## config.mk

```make
export PLATFORM = sky130hd
export DESIGN_NAME = rv_multi_cycle_control
export DESIGN_NICKNAME = d
export VERILOG_FILES = /design/src/rtl/rv_ctrl_pkg.sv /design/src/rtl/rv_wait_timer.sv /design/src/rtl/rv_multi_cycle_control.sv
export SDC_FILE = /design/constraint.sdc
export NUM_CORES = 1
export LEC_CHECK = 0
export BUFFER_PORTS_ARGS = -buffer_cell sky130_fd_sc_hd__buf_2
export CAP_MARGIN = 5
export CORE_UTILIZATION = 42
export CTS_CLUSTER_SIZE = 20
export DETAILED_ROUTE_END_ITERATION = 7
export PLACE_DENSITY = 0.77
export SLEW_MARGIN = 15
export SYNTH_ARGS = -nofsm -noshare
export SYNTH_HDL_FRONTEND = slang
export SYNTH_HIERARCHICAL = 1
export SYNTH_SLANG_ARGS = --single-unit
```

## constraint.sdc

```tcl
create_clock -name clk -period 1.85 [get_ports clk]
set_input_delay 0.2775 -clock clk [delete_from_list [all_inputs] [get_ports clk]]
set_output_delay 0.2775 -clock clk [all_outputs]
set_load 0.01 [all_outputs]
```

## src/rtl/rv_ctrl_pkg.sv

```systemverilog
// Shared definitions for the multi-cycle RV control unit.
// Holds the state encoding, major opcodes, ALU operation codes,
// result/source select encodings, trap causes and small decode helpers.
package rv_ctrl_pkg;

   // IDLE is encoded as zero so a freshly reset State_o reads all zeros.
   typedef enum logic [3:0] {
      S_IDLE     = 4'd0,
      S_FETCH    = 4'd1,
      S_DECODE   = 4'd2,
      S_MEM_ADR  = 4'd3,
      S_MEM_RD   = 4'd4,
      S_MEM_WB   = 4'd5,
      S_MEM_WR   = 4'd6,
      S_EXEC_R   = 4'd7,
      S_EXEC_I   = 4'd8,
      S_ALU_WB   = 4'd9,
      S_BEQ      = 4'd10,
      S_JAL      = 4'd11,
      S_TRAP     = 4'd12,
      S_MUL_WAIT = 4'd13
   } state_t;

   localparam logic [6:0] OP_LOAD   = 7'b0000011;
   localparam logic [6:0] OP_STORE  = 7'b0100011;
   localparam logic [6:0] OP_RTYPE  = 7'b0110011;
   localparam logic [6:0] OP_ITYPE  = 7'b0010011;
   localparam logic [6:0] OP_BRANCH = 7'b1100011;
   localparam logic [6:0] OP_JAL    = 7'b1101111;

   localparam logic [6:0] F7_MULDIV = 7'b0000001;

   localparam logic [2:0] ALU_ADD    = 3'b000;
   localparam logic [2:0] ALU_SUB    = 3'b001;
   localparam logic [2:0] ALU_RFUNCT = 3'b010;
   localparam logic [2:0] ALU_IFUNCT = 3'b011;

   localparam logic [1:0] RES_ALU_REG = 2'b00;
   localparam logic [1:0] RES_MEM     = 2'b01;
   localparam logic [1:0] RES_ALU     = 2'b10;
   localparam logic [1:0] RES_MUL     = 2'b11;

   localparam logic [1:0] SRCA_PC     = 2'b00;
   localparam logic [1:0] SRCA_OLD_PC = 2'b01;
   localparam logic [1:0] SRCA_RS1    = 2'b10;

   localparam logic [1:0] SRCB_RS2  = 2'b00;
   localparam logic [1:0] SRCB_IMM  = 2'b01;
   localparam logic [1:0] SRCB_FOUR = 2'b10;

   localparam logic [1:0] CAUSE_NONE        = 2'b00;
   localparam logic [1:0] CAUSE_ILLEGAL     = 2'b01;
   localparam logic [1:0] CAUSE_MEM_TIMEOUT = 2'b10;

   // R-type opcode with the M-extension funct7 marks a multiply.
   function automatic logic is_mul(input logic [6:0] op, input logic [6:0] f7);
      return (op == OP_RTYPE) && (f7 == F7_MULDIV);
   endfunction

   // States that wait on Mem_Ready_i and are guarded by the timeout timer.
   function automatic logic is_mem_state(input state_t s);
      return (s == S_FETCH) || (s == S_MEM_RD) || (s == S_MEM_WR);
   endfunction

endpackage

```

## src/rtl/rv_wait_timer.sv

```systemverilog
// Memory wait timer.
// Counts cycles spent waiting for memory and flags the last permitted cycle.
// Ports: clk, reset (async active-low), clear_i (restart from zero, wins
// over enable_i), enable_i (count this cycle), limit_o (count == LIMIT-1,
// i.e. the current cycle is the LIMIT-th wait cycle).
module rv_wait_timer #(
   parameter int LIMIT = 16
) (
   input  logic clk,
   input  logic reset,
   input  logic clear_i,
   input  logic enable_i,
   output logic limit_o
);

   localparam int W = (LIMIT > 1) ? $clog2(LIMIT) : 1;

   logic [W-1:0] count_q;
   logic [W-1:0] count_d;

   assign limit_o = (count_q == W'(LIMIT - 1));

   // Hold at the limit so the counter never wraps back to an early value.
   always_comb begin
      count_d = count_q;
      if (clear_i) begin
         count_d = '0;
      end else if (enable_i && !limit_o) begin
         count_d = count_q + 1'b1;
      end
   end

   always_ff @(posedge clk or negedge reset) begin
      if (!reset) begin
         count_q <= '0;
      end else begin
         count_q <= count_d;
      end
   end

endmodule

```

## src/rtl/rv_multi_cycle_control.sv

```systemverilog
// Multi-cycle RV32 control FSM.
// Sequences fetch/decode/execute/memory/writeback and raises a sticky trap
// on illegal opcodes or memory timeouts.
// Ports: clk, reset (async active-low); OP_i/funct3_i/funct7_i from the
// instruction register; Mem_Ready_i, Zero_i; memory, register-file, ALU and
// result-mux controls; Mul_Start_o; Trap_o/Trap_Cause_o; State_o (debug).
// Optional feature: define RV_MUL_EN to route multiplies through MUL_WAIT;
// otherwise the multiply encoding traps as illegal.
module rv_multi_cycle_control
   import rv_ctrl_pkg::*;
#(
   parameter int MEM_TIMEOUT = 16,
   parameter int MUL_LATENCY = 4
) (
   input  logic       clk,
   input  logic       reset,
   input  logic [6:0] OP_i,
   input  logic [2:0] funct3_i,
   input  logic [6:0] funct7_i,
   input  logic       Mem_Ready_i,
   input  logic       Zero_i,
   output logic       Mem_Req_o,
   output logic       Mem_Write_o,
   output logic       Adr_Src_o,
   output logic       IR_Write_o,
   output logic       PC_Write_o,
   output logic       Reg_Write_o,
   output logic [1:0] ALU_Src_A_o,
   output logic [1:0] ALU_Src_B_o,
   output logic [2:0] ALU_Op_o,
   output logic [1:0] Result_Src_o,
   output logic       Mul_Start_o,
   output logic       Trap_o,
   output logic [1:0] Trap_Cause_o,
   output logic [3:0] State_o
);

   state_t     state_q, state_d;
   logic [1:0] trap_cause_q, trap_cause_d;
   logic       in_mem_state;
   logic       wait_limit;
   logic       unused_funct3;

   // funct3 selects the ALU function in the datapath, not in this FSM.
   assign unused_funct3 = ^funct3_i;

   assign in_mem_state = is_mem_state(state_q);
   assign State_o      = state_q;
   assign Trap_Cause_o = trap_cause_q;

   // Timer restarts whenever the state changes, so every memory state
   // starts its own wait budget.
   rv_wait_timer #(
      .LIMIT (MEM_TIMEOUT)
   ) u_wait_timer (
      .clk      (clk),
      .reset    (reset),
      .clear_i  (!in_mem_state || (state_d != state_q)),
      .enable_i (in_mem_state && !Mem_Ready_i),
      .limit_o  (wait_limit)
   );

`ifdef RV_MUL_EN
   localparam int MW = (MUL_LATENCY > 1) ? $clog2(MUL_LATENCY) : 1;

   logic [MW-1:0] mul_cnt_q, mul_cnt_d;
   logic          mul_last;

   assign mul_last = (mul_cnt_q == MW'(MUL_LATENCY - 1));

   // Counts MUL_WAIT cycles; zero on the first cycle marks the start pulse.
   always_comb begin
      mul_cnt_d = '0;
      if (state_q == S_MUL_WAIT && !mul_last) begin
         mul_cnt_d = mul_cnt_q + 1'b1;
      end
   end

   always_ff @(posedge clk or negedge reset) begin
      if (!reset) begin
         mul_cnt_q <= '0;
      end else begin
         mul_cnt_q <= mul_cnt_d;
      end
   end
`else
   localparam int unused_mul_latency = MUL_LATENCY;
`endif

   // Next-state and Moore/Mealy outputs; trap cause is latched on entry
   // to TRAP and then held until reset.
   always_comb begin
      state_d      = state_q;
      trap_cause_d = trap_cause_q;
      Mem_Req_o    = 1'b0;
      Mem_Write_o  = 1'b0;
      Adr_Src_o    = 1'b0;
      IR_Write_o   = 1'b0;
      PC_Write_o   = 1'b0;
      Reg_Write_o  = 1'b0;
      ALU_Src_A_o  = SRCA_PC;
      ALU_Src_B_o  = SRCB_RS2;
      ALU_Op_o     = ALU_ADD;
      Result_Src_o = RES_ALU_REG;
      Mul_Start_o  = 1'b0;
      Trap_o       = 1'b0;

      case (state_q)
         S_IDLE: state_d = S_FETCH;

         S_FETCH: begin
            Mem_Req_o    = 1'b1;
            ALU_Src_A_o  = SRCA_PC;
            ALU_Src_B_o  = SRCB_FOUR;
            ALU_Op_o     = ALU_ADD;
            Result_Src_o = RES_ALU;
            // Ready in the limit cycle still completes the fetch.
            if (Mem_Ready_i) begin
               IR_Write_o = 1'b1;
               PC_Write_o = 1'b1;
               state_d    = S_DECODE;
            end else if (wait_limit) begin
               state_d      = S_TRAP;
               trap_cause_d = CAUSE_MEM_TIMEOUT;
            end
         end

         S_DECODE: begin
            ALU_Src_A_o = SRCA_OLD_PC;
            ALU_Src_B_o = SRCB_IMM;
            ALU_Op_o    = ALU_ADD;
            case (OP_i)
               OP_LOAD, OP_STORE: state_d = S_MEM_ADR;
               OP_ITYPE:          state_d = S_EXEC_I;
               OP_BRANCH:         state_d = S_BEQ;
               OP_JAL:            state_d = S_JAL;
               OP_RTYPE: begin
                  if (is_mul(OP_i, funct7_i)) begin
`ifdef RV_MUL_EN
                     state_d = S_MUL_WAIT;
`else
                     state_d      = S_TRAP;
                     trap_cause_d = CAUSE_ILLEGAL;
`endif
                  end else begin
                     state_d = S_EXEC_R;
                  end
               end
               default: begin
                  state_d      = S_TRAP;
                  trap_cause_d = CAUSE_ILLEGAL;
               end
            endcase
         end

         S_MEM_ADR: begin
            ALU_Src_A_o = SRCA_RS1;
            ALU_Src_B_o = SRCB_IMM;
            ALU_Op_o    = ALU_ADD;
            state_d     = (OP_i == OP_LOAD) ? S_MEM_RD : S_MEM_WR;
         end

         S_MEM_RD, S_MEM_WR: begin
            Mem_Req_o   = 1'b1;
            Adr_Src_o   = 1'b1;
            Mem_Write_o = (state_q == S_MEM_WR);
            if (Mem_Ready_i) begin
               state_d = (state_q == S_MEM_RD) ? S_MEM_WB : S_FETCH;
            end else if (wait_limit) begin
               state_d      = S_TRAP;
               trap_cause_d = CAUSE_MEM_TIMEOUT;
            end
         end

         S_MEM_WB: begin
            Result_Src_o = RES_MEM;
            Reg_Write_o  = 1'b1;
            state_d      = S_FETCH;
         end

         S_EXEC_R: begin
            ALU_Src_A_o = SRCA_RS1;
            ALU_Src_B_o = SRCB_RS2;
            ALU_Op_o    = ALU_RFUNCT;
            state_d     = S_ALU_WB;
         end

         S_EXEC_I: begin
            ALU_Src_A_o = SRCA_RS1;
            ALU_Src_B_o = SRCB_IMM;
            ALU_Op_o    = ALU_IFUNCT;
            state_d     = S_ALU_WB;
         end

         S_ALU_WB: begin
            Result_Src_o = RES_ALU_REG;
            Reg_Write_o  = 1'b1;
`ifdef RV_MUL_EN
            // The instruction register still holds the multiply here.
            if (is_mul(OP_i, funct7_i)) begin
               Result_Src_o = RES_MUL;
            end
`endif
            state_d = S_FETCH;
         end

         S_BEQ: begin
            ALU_Src_A_o  = SRCA_RS1;
            ALU_Src_B_o  = SRCB_RS2;
            ALU_Op_o     = ALU_SUB;
            Result_Src_o = RES_ALU_REG;
            PC_Write_o   = Zero_i;
            state_d      = S_FETCH;
         end

         S_JAL: begin
            ALU_Src_A_o  = SRCA_OLD_PC;
            ALU_Src_B_o  = SRCB_FOUR;
            Result_Src_o = RES_ALU_REG;
            PC_Write_o   = 1'b1;
            state_d      = S_ALU_WB;
         end

         S_TRAP: Trap_o = 1'b1;

`ifdef RV_MUL_EN
         S_MUL_WAIT: begin
            Mul_Start_o = (mul_cnt_q == '0);
            if (mul_last) begin
               state_d = S_ALU_WB;
            end
         end
`endif

         default: state_d = S_IDLE;
      endcase
   end

   always_ff @(posedge clk or negedge reset) begin
      if (!reset) begin
         state_q      <= S_IDLE;
         trap_cause_q <= CAUSE_NONE;
      end else begin
         state_q      <= state_d;
         trap_cause_q <= trap_cause_d;
      end
   end

endmodule

```

# Word-level counts from Yosys, hierarchy flattened
# Index checks and enable logic that the tools add are counted.
[op_classes]
eq_ne = 25
muxes = 27
n_addsub = 1
n_reduce_logical = 24
[op_table]
columns = ["cell", "count"]
rows = [
  ["$pmux W4 S7", 1],
  ["$eq A4 B4 Y1 const B", 6],
  ["$mux W4", 6],
  ["$pmux W2 S2", 5],
  ["$pmux W4 S5", 1],
  ["$eq A4 B3 Y1 const B", 4],
  ["$eq A7 B6 Y1 const B", 2],
  ["$eq A7 B7 Y1 const B", 2],
  ["$reduce_or A2 Y1", 5],
  ["$reduce_or A3 Y1", 3],
  ["$eq A4 B2 Y1 const B", 2],
  ["$mux W2", 4],
  ["$reduce_or A4 Y1", 2],
  ["$eq A7 B1 Y1 const B", 1],
  ["$eq A7 B2 Y1 const B", 1],
  ["$eq A7 B5 Y1 const B", 1],
  ["$mux W1", 7],
  ["$pmux W2 S3", 1],
  ["$reduce_and A5 Y1", 1],
  ["$reduce_or A5 Y1", 1],
  ["$add A4 B1 Y4 const B", 1],
  ["$eq A4 B1 Y1 const B", 1],
  ["$logic_not A4 Y1", 1],
  ["$ne A2 B2 Y1 const B", 2],
  ["other kinds (9)", 16],
]
[word_totals]
out_inout_bits = 23
regBits = 10
wordCells = 80
in_bits = 21

# Logic depth before layout (Yosys ltp)
# Gate-level depths: netlist (run 1).
[logic_depth]
word_depth = 8
ltp_mapped = 8
ltp_nobuf = 8

# By module
# The synthesis (run 1) kept the hierarchy.
[modules_own_cells]
columns = ["mod", "cells_each", "seq_area_each_um2", "area_per_inst_um2", "instances"]
rows = [
  ["rv_multi_cycle_control", 96, 150.1, 753.2, 1],
  ["rv_wait_timer", 20, 100.1, 229.0, 1],
]

# Worst setup path before layout (run 1)
# Ideal clock, no wire load.
[synth_path]
path_type = "register to register"
from = "register u_wait_timer.count_q[0]"
to = "register u_wait_timer.count_q[1]"
required_ns = 1.771
t_arrival_ns = 1.980
path_buffers = 0
path_slack_ns = -0.209
setup_ns = 0.079
period_less_slack_ns = 2.059
path_stages_with_launch = 9
cell_sequence = "dfrtp_1 > ha_1 > and3_4 > nor3b_1 > a22o_1 > a222oi_1 > nand4_1 > nand2b_1 > mux2i_1"
[synth_via]
elab_chain_cells = 7
elab_cells_between_ends = 13
cone_classes = "add/sub (1); eq/ne (2); mux (6); reduce/logical (4)"
[synth_rtl]
columns = ["item", "line", "text"]
rows = [
  ["from (decl)", "rv_wait_timer.sv:18", "logic [W-1:0] count_q;"],
  ["from (signal assigned)", "rv_wait_timer.sv:37", "count_q <= count_d;"],
  ["$eq A4 B4 Y1 *", "rv_wait_timer.sv:21", "assign limit_o = (count_q == W'(LIMIT - 1));"],
  ["net wait_limit", "rv_multi_cycle_control.sv:41", "logic wait_limit;"],
  ["$mux W4", "rv_multi_cycle_control.sv:122, rv_multi_cycle_control.sv:169", ""],
  ["$mux W4, on equally long branches", "rv_multi_cycle_control.sv:167, rv_multi_cycle_control.sv:118", ""],
  ["$pmux W4 S7", "rv_multi_cycle_control.sv:108", "case (state_q)"],
  ["$ne A4 B4 Y1", "rv_multi_cycle_control.sv:58", ".clear_i (!in_mem_state || (state_d != state_q)),"],
  ["$logic_or A1 B1 Y1", "rv_multi_cycle_control.sv:58", ""],
  ["$mux W4 or $reduce_bool A2 Y1 (tied branches)", "n/a", ""],
]
# The timed path passes the listed nets; every way through them passes the cells marked *. The select of a mux whose other input is x is not followed.
# A chain may end at the register's enable or synchronous reset.

# Final worst setup path (run 1)
# Ends and elaborated chain as after synthesis.

==> flow_summary_export.csv, run 1 <==
group,metric,value,unit
worst_hold_path,worstHoldPathType,"input port to flip-flop",
yosys,ys_seq_elements,10,
layout,final_cell_mix,"buf_2 (38), buf_4 (30), dfrtp_1 (9), nor2_1 (9), a21oi_1 (8)",
run_status,violations,"setup timing",
place,globalplace.congestion,0.826,
clocking,clock-sinks,10,
pwr,power_frac_comb,70.0,%
floorplanning,initial_core_util,44.4,%
yosys,synth_area_per_cell,8.47,µm²
place,place.port_buffers,38,
setup_path,cp_top_family,"simple AND/OR/NAND/NOR gates",
yosys,ys.flop_type,"dfrtp_1",
setup_path,r2r-end,"u_wait_timer/count_q[1]",
clocking,clkTransAtPathRegs,0.07,ns
layout,multiInputGateArea,694,µm²
yosys,synth_fa_ha_area_share,1.27,%
yosys,synth-xor-area-share,0.892,%
setup_path,crit_chain,"ha_2, and3_4, nor3b_2, a22o_1, a222oi_1, nand4_1, buf_6, nand2b_4, mux2i_1",
setup_path,r2r_slack,-0.24,ns
pwr,p_switching,784,µW
yosys,synth_top_area_cell,"dfrtp_1",
setup_path,cp-startpoint,"u_wait_timer/count_q[0]",
floorplanning,row_count,17,
setup_path,path_max_fanout,6,
setup_path,endpoint,"u_wait_timer/count_q[1]",
timing,period_minus_slack,2.09,ns
layout,fillerInstances,189,
clocking,cts-root-buf,"clkbuf_4",
setup_path,crit_path_top_delay_cell,"dfrtp_1",
layout,final_common_cell,"buf_2",
setup_path,start_kind,"flip-flop",
setup_path,critPathArrivalTime,2.29,ns
yosys,synth_compound_area_share,24.3,%
clocking,cts_tree,"built",
layout,regArea,251,µm²
floorplanning,fp.dieH,50.4,µm
pwr,power.density,1220,mW/mm²
pwr,peakVddDrop,680,µV
setup_path,r2r_start,"u_wait_timer/count_q[0]",
route,firstDrtPassIters,4,
setup_path,r2r_cells,9,
place,dpl.hpwl,2100,µm
timing,finalCritPeriodShare,113,%
global_route,grt_pass1_wl,4560,µm
yosys,synth.distinct_cells,48,
layout,drive_gt1_share,52.5,%
timing,finalSetupViolations,4,
yosys,synth_edf_count,0,
global_route,antenna_found_initial,0,
clocking,htreeDepth,1,
setup_path,cp-end-kind,"flip-flop",
route,vias_per_cell,5.44,
timing,finalHoldViolations,0,
floorplanning,die_area,0.00254,mm²
route,ant_nets,0,
pwr,power.internal,1010,µW
route,vias,1136,
yosys,synth-async-reset-ratio,100,%
yosys,yosysTopAreaCellShare,25.5,%
worst_hold_path,holdPathStages,3,
yosys,syn_inst,116,
timing,clock_skew,0.000711,ns
pwr,p_total,1790,µW
global_route,grt_usage,23.6,%
yosys,synth_top_family_by_area,"simple AND/OR/NAND/NOR gates",
run,maxCapViolations,0,
pwr,p_seq_share,18.8,%
global_route,overflow,0,
global_route,grt_max_degree,13,
pwr,power.share.clock,11.2,%
pwr,leakagePower,0.000707,µW
timing,postLayoutSetupSlackWorst,-0.239,ns
route,wl_per_cell,13.7,µm
yosys,synth-simple-area-share,37.6,%
setup_path,path_class,"flip-flop to flip-flop",
yosys,yosysSeqAreaShare,25.5,%
run_status,status,"complete, but fails checks",
clocking,cts_made_buffers,3,
pwr,swShare,43.8,%
clocking,clk_latency,0.27,ns
yosys,yosysWarnings,6,
setup_path,path_buf_inv,1,
timing,fmax,479,MHz
route,drt_iter0_markers,36,
timing,rsz0062_at_grt,"true",
timing,drv_slew,0,
yosys,netlist_top_cells_area,"dfrtp_1 (25%), a21oi_1 (5.1%), nand2b_1 (5.1%)",
route,drc_errors,0,
floorplanning,ios,44,
route,finalWirelength,2870,µm
yosys,synth_area,982,µm²
global_route,grt_pass1_vias,1070,
setup_path,worst_path_largest_cell_delay,0.39,ns
yosys,synth.area.mux_share,2.55,%
layout,nets,204,
floorplanning,core,0.00221,mm²
layout,syn_to_final_growth,49.6,%
place,dp_slack,-0.316,ns
setup_path,crit_required,2.05,ns
setup_path,crit_cells,9,
floorplanning,chipWidth,50.4,µm
layout,diodes,0,
clocking,cts_buffer_depth,2,
-- through the flow --
step / hold slack [ns] / area (µm²) / utilization [%] / TNS (ns) / std cells
after floorplan: -0.0181 / 993 / - / -0.311 / 117
after global placement: 0.144 / 1330 / 60.1 / -0.550 / 196
after detailed placement: 0.147 / 1330 / 60.1 / -0.991 / 196
after CTS: 0.351 / 1450 / 65.6 / -0.819 / 208
after global routing: 0.377 / 1470 / 66.4 / -1.28 / 209
final: 0.363 / 1470 / 66.4 / -0.736 / 209
-- sequential cells by signal, summed over array words and instances (netlist names) --
name,flops
State_o,4
Trap_Cause_o,2
u_wait_timer/count_q,4
-- worst reg2reg max path, cell delays in order (launching register included) --
cell and delay, ns:
dfrtp_1 0.39, ha_2 0.20, and3_4 0.15, nor3b_2 0.15, a22o_1 0.18, a222oi_1 0.38, nand4_1 0.16, buf_6 0.17
nand2b_4 0.13, mux2i_1 0.12
-- worst min-delay path by stage --
stage | from | to | slack, ns
after CTS | Mem_Ready_i | State_o[0] | 0.35
after global routing | Mem_Ready_i | State_o[0] | 0.38
final | Mem_Ready_i | State_o[0] | 0.36
after floorplan | reset | State_o[0] | -0.02
after global placement | reset | u_wait_timer/count_q[3] | 0.14
after detailed placement | reset | u_wait_timer/count_q[3] | 0.15
-- kinds of logic after synthesis --
family / Yosys count
other: 1
AND/OR/NAND/NOR: 57
adder cells (fa/ha/maj): 1
AO/OA/AOI/OAI: 31
XOR/XNOR: 1
flip-flops: 10
buffers and inverters: 13
multiplexers: 2
-- area by class of cell --
class,count,share of cell area [%]
Inverter,3,1.02
Tap cell,28,2.39
Sequential cell,10,17.1
Clock buffer,4,2.47
Multi-Input combinational cell,94,47.3
Timing Repair Buffer,70,29.7
-- metal layers --
layer	vias up	track usage [%]	part of all wire, %
met4	0	10.6	1.8
met1	534	26.9	42
met3	7	2.12	4.1
li1	559	-	-
met5	-	0	0
met2	36	43.8	52
-- cell usage after synthesis, types with 2 or more instances --
library cell,count
a21oi_1,10
o21bai_1,2
and3_1,2
buf_4,4
clkbuf_1,3
nor2_1,10
nand2b_1,8
inv_1,3
nor4_1,2
dfrtp_1,10
nand3b_1,4
nor2b_1,2
nor3_1,7
o22ai_1,3
o21ai_0,4
nand4_1,3
nor3b_1,2
nand2_1,6
buf_2,2
-- timing repair --
action                                 in CTS  in global routing
resized for setup                           5                  6
pin swaps                                   3                  1
setup endpoints to repair                   4                 10
buffers inserted                            7                  5
hold buffers                                1                  0
endpoints found under the hold margin      10                  0
cloned                                      0                  0
-- power by group through the flow --
stage | combinational [µW] | sequential (µW) | clock [µW]
6_report | 1250 | 336 | 200
5_1_grt | 1360 | 342 | 212
4_1_cts | 1230 | 334 | 206
3_5_place_dp | 1120 | 338 | 0
3_3_place_gp | 1090 | 336 | 0
2_1_floorplan | 707 | 338 | 0
(Power assumes the default switching activity.)
==> run 2, diff against run 1 <==
- CORE_UTILIZATION: 42 -> 50
- PLACE_DENSITY: 0.77 -> 0.86
- RECOVER_POWER: unset -> 25
- clock period: 1.85 -> 2.54 ns (I/O delays scaled with it)
==> run 2 against run 1 <==
The run now ends clean. Flip-flop and latch count is the same. Sequential share of layout area increased by 3.5 points. Total power down 39%. Sequential power fell by 21%. Non-clock buffer count down 28. Die area shrank 15%. Via count fell by 12%. Highest routed layer unchanged. Fmax fell by 14%. Final cell count down 15%. First-iteration DRC count shrank 36%. Utilization up 1.6 points. Global-route usage down 0.49 points.
==> flow_summary_export.csv, run 2 (synthesized netlist as in run 1, its figures left out) <==
group,metric,value,unit
pwr,leakagePower,0.000549,µW
clocking,cts-root-buf,"clkbuf_4",
timing,rsz0062_at_grt,"false",
route,top_layer_used,"met4",
timing,finalCritPeriodShare,95.2,%
route,finalWirelength,2240,µm
worst_hold_path,min-delay-start,"Trap_Cause_o[0]",
worst_hold_path,hold_end,"Trap_Cause_o[0]",
place,place.port_buffers,38,
layout,diodes,0,
setup_path,worst_path_largest_cell_delay,0.41,ns
setup_path,path_max_fanout,8,
global_route,grt_max_degree,22,
setup_path,crit_required,2.72,ns
run,maxCapViolations,0,
clocking,cts_setup_buffers,0,
route,vias,1003,
setup_path,cp-end-kind,"flip-flop",
setup_path,path_class,"flip-flop to flip-flop",
route,routed-wl-met3,80,µm
worst_hold_path,worstHoldPathType,"flip-flop to flip-flop",
run_status,status,"complete, no violations",
floorplanning,core,0.00178,mm²
clocking,cts_buffer_depth,2,
floorplanning,row_count,15,
layout,final_common_cell,"buf_2",
floorplanning,die_area,0.00215,mm²
layout,nets,176,
layout,syn_to_final_growth,23.4,%
timing,worstMarginPinSlew,0.512,ns
floorplanning,fp.dieH,46.3,µm
setup_path,crit_path_top_delay_cell,"dfrtp_1",
route,wl_met1,973,µm
timing,clock_skew,0.00296,ns
timing,finalHoldViolations,0,
setup_path,start_kind,"flip-flop",
timing,finalSetupTns,0,ns
timing,hold_ws,0.515,ns
route,dr_wl_met2,1160,µm
clocking,clk_latency,0.27,ns
place,globalplace.congestion,0.836,
clocking,htreeDepth,1,
setup_path,r2r_start,"u_wait_timer/count_q[0]",
setup_path,r2r-end,"u_wait_timer/count_q[1]",
timing,drv_slew,0,
floorplanning,ios,44,
route,drt_iter0_markers,23,
global_route,grt_pass1_vias,828,
setup_path,crit_chain,"ha_1, and3_4, nor3b_1, a22o_1, a222oi_1, nand4_1, nand2b_1, mux2i_1",
layout,drive_gt1_share,37.3,%
route,firstDrtPassIters,4,
global_route,antenna_found_initial,0,
global_route,grt_pass1_wl,3510,µm
route,ant_nets,0,
pwr,peakVddDrop,538,µV
setup_path,critPathArrivalTime,2.60,ns
timing,period_minus_slack,2.42,ns
route,vias_per_cell,5.63,
setup_path,r2r_cells,8,
timing,finalSetupViolations,0,
place,dpl.hpwl,1710,µm
route,drc_errors,0,
global_route,grt_usage,23.1,%
pwr,power.density,902,mW/mm²
global_route,overflow,0,
timing,fmax,413,MHz
route,wl_per_cell,12.6,µm
floorplanning,initial_core_util,55.1,%
clocking,clock-sinks,10,
timing,max_slew_margin,65.8,%
clocking,cts_made_buffers,3,
layout,final_cell_mix,"buf_2 (37), dfrtp_1 (10), nor2_1 (10), a21oi_1 (10), nand2b_1 (8)",
setup_path,r2r_slack,0.12,ns
clocking,cts_tree,"built",
floorplanning,chipWidth,46.3,µm
clocking,clkTransAtPathRegs,0.06,ns
worst_hold_path,holdPathStages,1,
run 2: cell type report:
cell class	count	area, µm²
Timing Repair Buffer	42	221
Tap cell	25	31.3
Multi-Input combinational cell	94	662
Fill cell	163	571
Clock buffer	4	36.3
Inverter	3	11.3
Sequential cell	10	250
run 2: worst max-delay path: cells and delay by family (launching register included):
family / cells / cell delay, ns
flops: 1 / 0.41
mux: 1 / 0.17
compound gates: 2 / 0.59
simple gates: 4 / 0.90
fa+ha+maj: 1 / 0.25
run 2: worst max path at each step:
stage                                    endpoint  slack, ns                    start  cells after the start
after floorplan           u_wait_timer/count_q[1]       0.48  u_wait_timer/count_q[0]                      8
after global placement    u_wait_timer/count_q[1]       0.33  u_wait_timer/count_q[0]                      8
after detailed placement  u_wait_timer/count_q[1]       0.18  u_wait_timer/count_q[0]                      8
after CTS                 u_wait_timer/count_q[1]       0.15  u_wait_timer/count_q[0]                      8
after global routing      u_wait_timer/count_q[1]      0.008  u_wait_timer/count_q[0]                      8
final                     u_wait_timer/count_q[1]       0.12  u_wait_timer/count_q[0]                      8
run 2: repair_timing:
action                    CTS  global route
resized for setup           0             0
hold endpoints to repair   10             0
hold buffers                1             0
run 2: report_power, final:
part,internal (µW),total [µW],switching (µW)
Clock,87.1,141,54.4
Combinational,308,688,380
Sequential,201,264,63.2
run 2: routing by layer:
metal / vias to the layer above / track usage (%)
met5: - / 0
met4: 0 / 7.06
met3: 5 / 5.88
met2: 27 / 37.5
met1: 470 / 29.6
li1: 501 / -
run 2: per-stage QoR:
stage	power (µW)	std cells	area, µm²	worst slack, ns	util, %
after floorplan	760	117	986	0.481	-
after global placement	938	173	1170	0.327	65.5
after detailed placement	952	173	1170	0.182	65.5
after CTS	1100	178	1210	0.150	68.1
after global routing	1180	178	1210	0.00800	68.0
final	1090	178	1210	0.122	68.0
